### src/rtl/alu_operand_stage.sv
// rtl/alu_operand_stage.sv - register-file operand fetch, ALU issue and write-back sequencer
module alu_operand_stage #(
    parameter int DATA_W = 8,
    parameter int REG_AW = 2
) (
    input  logic              clk,
    input  logic              rst,
    input  logic              cmd_valid,
    output logic              cmd_ready,
    input  logic [3:0]        cmd_op,
    input  logic [REG_AW-1:0] cmd_rs1,
    input  logic [REG_AW-1:0] cmd_rs2,
    input  logic [REG_AW-1:0] cmd_rd,
    input  logic              ld_valid,
    input  logic [REG_AW-1:0] ld_addr,
    input  logic [DATA_W-1:0] ld_data,
    output logic [DATA_W-1:0] alu_A,
    output logic [DATA_W-1:0] alu_B,
    output logic [3:0]        alu_instruction,
    input  logic [DATA_W-1:0] alu_F,
    output logic              wb_valid,
    output logic [REG_AW-1:0] wb_rd,
    output logic [DATA_W-1:0] wb_data,
    input  logic [REG_AW-1:0] dbg_addr,
    output logic [DATA_W-1:0] dbg_data
);

    localparam int REGS = 1 << REG_AW;

    typedef enum logic [1:0] {
        IDLE = 2'd0,
        EXEC = 2'd1,
        WB   = 2'd2
    } state_t;

    state_t            state;
    state_t            state_next;
    logic [DATA_W-1:0] rf [REGS];
    logic [REG_AW-1:0] rd_q;
    logic [DATA_W-1:0] result_q;
    logic              handshake;

    assign cmd_ready = (state == IDLE) && !rst;
    assign handshake = cmd_valid && cmd_ready;
    assign wb_valid  = (state == WB) && !rst;
    assign wb_rd     = rd_q;
    assign wb_data   = result_q;
    assign dbg_data  = rf[dbg_addr];

    always_ff @(posedge clk) begin
        if (rst) begin
            state <= IDLE;
        end else begin
            state <= state_next;
        end
    end

    always_comb begin
        state_next = state;
        case (state)
            IDLE:    if (handshake) state_next = EXEC;
            EXEC:    state_next = WB;
            WB:      state_next = IDLE;
            default: state_next = IDLE;
        endcase
    end

    // Write-back is ordered after the load port so it wins on a shared target.
    always_ff @(posedge clk) begin
        if (rst) begin
            for (int i = 0; i < REGS; i++) begin
                rf[i] <= '0;
            end
        end else begin
            if (ld_valid) begin
                rf[ld_addr] <= ld_data;
            end
            if (wb_valid) begin
                rf[rd_q] <= result_q;
            end
        end
    end

    // Operands read rf before this edge's writes, so same-cycle loads are not forwarded.
    always_ff @(posedge clk) begin
        if (rst) begin
            alu_A           <= '0;
            alu_B           <= '0;
            alu_instruction <= '0;
            rd_q            <= '0;
        end else if (handshake) begin
            alu_A           <= rf[cmd_rs1];
            alu_B           <= rf[cmd_rs2];
            alu_instruction <= cmd_op;
            rd_q            <= cmd_rd;
        end
    end

    always_ff @(posedge clk) begin
        if (rst) begin
            result_q <= '0;
        end else if (state == EXEC) begin
            result_q <= alu_F;
        end
    end

endmodule

### config.mk
export PLATFORM = sky130hd
export DESIGN_NAME = alu_operand_stage
export DESIGN_NICKNAME = d
export VERILOG_FILES = /design/src/rtl/alu_operand_stage.sv
export SDC_FILE = /design/constraint.sdc
export NUM_CORES = 1
export LEC_CHECK = 0
export CAP_MARGIN = 20
export CORE_UTILIZATION = 41
export CTS_BUF_LIST = sky130_fd_sc_hd__clkbuf_8
export CTS_CLUSTER_SIZE = 12
export DETAILED_ROUTE_END_ITERATION = 8
export PLACE_DENSITY = 0.67
export SYNTH_ARGS = -nofsm -noshare
export SYNTH_HDL_FRONTEND = slang
export SYNTH_SLANG_ARGS = --single-unit
### constraint.sdc
create_clock -name clk -period 2.5 [get_ports clk]
set_clock_uncertainty 0.05 [all_clocks]
set_input_delay 0.5 -clock clk [delete_from_list [all_inputs] [get_ports clk]]
set_output_delay 0.5 -clock clk [all_outputs]
set_load 0.02 [all_outputs]
==> flow_summary_export.csv <==
group,metric,value,unit
status,status,"completed",
layout,antenna_cells,0,
floorplanning,io_pins,74,
synthesis,ys_ff_latch,64,
pwr,internal-power,2.05,mW
critical_path,critPathLaunchType,"input pin",
timing,rsz0062_at_grt,"false",
pwr,peakVddDrop,0.386,mV
synthesis,synthCells,275,
run,cap_viol_max_count,0,
synthesis,synth_area_leaders,"edfxtp_1 30%, dfxtp_1 20%, mux4_2 17%, mux2i_1 6.8%, nand2_1 5.7%",
clocking,cts_root_buf,"clkbuf_8",
synthesis,syn_area_per_cell,11.8,um2
grt,grt_pass1_vias,2438,
critical_path,cp_max_fo,8,
timing,setup_violations,0,
layout,areaGrowthSynthToFinish,35.2,%
clocking,cts_sinks,64,
pwr,p_seq_frac,0.447,
floorplanning,fp.dieW,91.0,um
placed_design,pre_cts_ws,-285,ps
critical_path,critical_path_arrival,1840,ps
critical_path,crit_chain,"clkdlybuf4s50_1 -> buf_12 -> mux4_2 -> buf_2",
route,drt_iter0_drc,101,
timing,finalSetupTns,0,ps
clocking,cts_htree_levels,3,
pwr,p_total,2.71,mW
pwr,combPwrFrac,0.152,
timing,slew_violations,0,
floorplanning,rows,32,
critical_path,crit_start,"dbg_addr[0]",
min_path,hold-path-cell-count,2,
route,routed_wl,7.19,mm
synthesis,synth_top_cell_by_area,"edfxtp_1",
synthesis,yosys_warnings,0,
clocking,clk-insertion-delay-late,330,ps
min_path,holdCritStartpoint,"alu_B[4]",
critical_path,endpoint_kind,"primary output",
synthesis,synth_nets,309,
grt,antenna_found_initial,0,
placed_design,gp_congestion,0.827,
timing,tightest_slew,574,ps
critical_path,critical_path_class,"in -> out",
timing,fin_ws,114,ps
placed_design,dp_cells,446,
min_path,min_to,"alu_B[4]",
grt,grt-ovfl-total,0,
pwr,switchingPower,659,uW
critical_path,r2r-start,"state[0]",
synthesis,synthFlopType,"edfxtp_1",
route,wl_met2,3.36,mm
synthesis,synth_area,0.00325,mm2
critical_path,rr_worst_depth,4,
timing,clock.fmax,0.419,GHz
clocking,ctsHoldBuffers,0,
critical_path,rr_endpoint,"rf[3][2]",
route,routed_via_density,5.10,
synthesis,synth_cell_type_count,28,
timing,period_share,0.954,
critical_path,slowest_delay,500,ps
clocking,clkTransAtPathRegs,80,ps
route,drc,0,
route,dr.pass1.iters,4,
layout,nFillCells,676,
clocking,cts-buffers-inserted,9,
route,vias,2355,
grt,grt_use_total,0.188,
route,wl_met3,379,um
synthesis,yosysTopAreaCellShare,0.296,
placed_design,dpl.hpwl,5.49,mm
route,top_layer,"met4",
timing,fin_crit,2390,ps
synthesis,synthArstFlopShare,0,
route,drtAntennaViolNets,0,
placed_design,io_buffers,73,
pwr,p_per_area,618,mW/mm2
floorplanning,initial_core_util,0.422,
pwr,swShare,0.243,
floorplanning,dieArea,0.00828,mm2
critical_path,crit_slowest_cell,"clkdlybuf4s50_1",
critical_path,cp_top_family,"buffers and inverters",
synthesis,yosysSeqAreaShare,0.493,
route,wl_per_cell,15.6,um
layout,drive_gt1_frac,0.192,
timing,max-slew-margin-rel,0.617,
critical_path,cp.required,1950,ps
floorplanning,die_y,91.0,um
layout,fin_nets,389,
pwr,leakage,1.62,nW
min_path,hp-class,"reg -> reg",
grt,grt_max_degree,33,
critical_path,cp_num_buf_inv,3,
timing,hold_viol_final,0,
floorplanning,coreArea,0.00769,mm2
critical_path,r2r_slack,750,ps
synthesis,synth_edf_count,32,
route,met1_length,3.31,mm
pwr,pwr-share-clk,0.401,
clocking,tritoncts,"done",
grt,grt_pass1_wl,12.2,mm
layout,final_core_util,0.571,
clocking,cts_max_path_buffers,2,
layout,layout.cells.non_filler,462,
## layout make-up
cell class | count | area, um2 | area share
multi-input combinational | 181 | 1520 | 0.347
tap | 102 | 128 | 0.0291
timing repair buffer | 91 | 863 | 0.197
sequential | 64 | 1600 | 0.365
clock buffer | 9 | 124 | 0.0282
inverter | 8 | 30.0 | 0.00684
clock inverter | 7 | 119 | 0.0271
## synth_stat cells (2+ instances only)
cell type / count
a21oi_1: 9
a22o_1: 16
and2_1: 4
buf_1: 5
buf_2: 11
clkbuf_1: 5
dfxtp_1: 32
edfxtp_1: 32
inv_1: 8
mux2i_1: 22
mux4_2: 24
nand2_1: 49
nand2b_1: 17
nor2_1: 9
nor2b_1: 3
o21ai_0: 16
or3b_1: 2
## worst min-delay path: cells and delay by family, from the launching register on
family,cells,cell delay (ps)
and+or+nand+nor,1,60
DFF,1,310
AOI/OAI and AO/OA,1,60
## state kept, by name, summed over array words and instances (netlist names)
| signal | cells |
|---|---|
| rf | 32 |
| alu_B | 8 |
| alu_instruction | 4 |
| wb_rd | 2 |
| state | 2 |
| alu_A | 8 |
| wb_data | 8 |
## cells in the final DEF (no fill, tap or decap), types with 4 or more instances in the layout
| cell type | netlist | final |
|---|---|---|
| and2_1 | 4 | 4 |
| mux2i_1 | 22 | 22 |
| inv_1 | 8 | 8 |
| buf_2 | 11 | 5 |
| buf_4 | 1 | 15 |
| nand2b_1 | 17 | 17 |
| a22o_1 | 16 | 16 |
| dfxtp_1 | 32 | 32 |
| a21oi_1 | 9 | 9 |
| clkbuf_8 | 0 | 9 |
| edfxtp_1 | 32 | 32 |
| mux4_2 | 24 | 24 |
| o21ai_0 | 16 | 16 |
| clkdlybuf4s50_1 | 0 | 65 |
| nor2_1 | 9 | 9 |
| nand2_1 | 49 | 49 |
## worst max-delay path by stage
stage / to / slack (ps) / cells past startpoint
2_1_floorplan: dbg_data[0] / 620 / 2
6_report: dbg_data[3] / 110 / 4
3_3_place_gp: dbg_data[6] / -260 / 4
5_1_grt: wb_valid / 20 / 4
4_1_cts: dbg_data[5] / 0.3 / 4
3_5_place_dp: dbg_data[3] / -290 / 4
## power by group through the flow
| stage | registers, mW | logic [mW] | clock network (mW) |
|---|---|---|---|
| global placement | 1.23 | 0.424 | 0 |
| finish | 1.21 | 0.412 | 1.09 |
| global route | 1.22 | 0.445 | 1.15 |
| floorplan | 1.26 | 0.198 | 0 |
| detailed placement | 1.24 | 0.429 | 0 |
| CTS | 1.21 | 0.425 | 1.11 |
## cells by family after synthesis
kind of cell,share of synthesized area
simple gates,0.142
flops,0.493
mux,0.234
compound gates,0.0898
buf+inv,0.0401
## metal layers
layer,vias to the layer above,global-route usage
met1,1083,0.244
met2,88,0.297
met3,15,0.0444
met5,-,0
li1,1169,-
met4,0,0.0926
## per-stage QoR
stage | hold WS, ps | area (um2)
2_1_floorplan | 496 | 3250
3_3_place_gp | 411 | 4190
3_5_place_dp | 415 | 4190
4_1_cts | 427 | 4430
5_1_grt | 442 | 4390
6_report | 425 | 4390
## timing repair
item                                    CTS  global route
endpoints found under the setup margin    8             8
setup buffers                             0             0
gates resized for setup                  21             8
No activity file was read; power rests on OpenSTA's default activity.
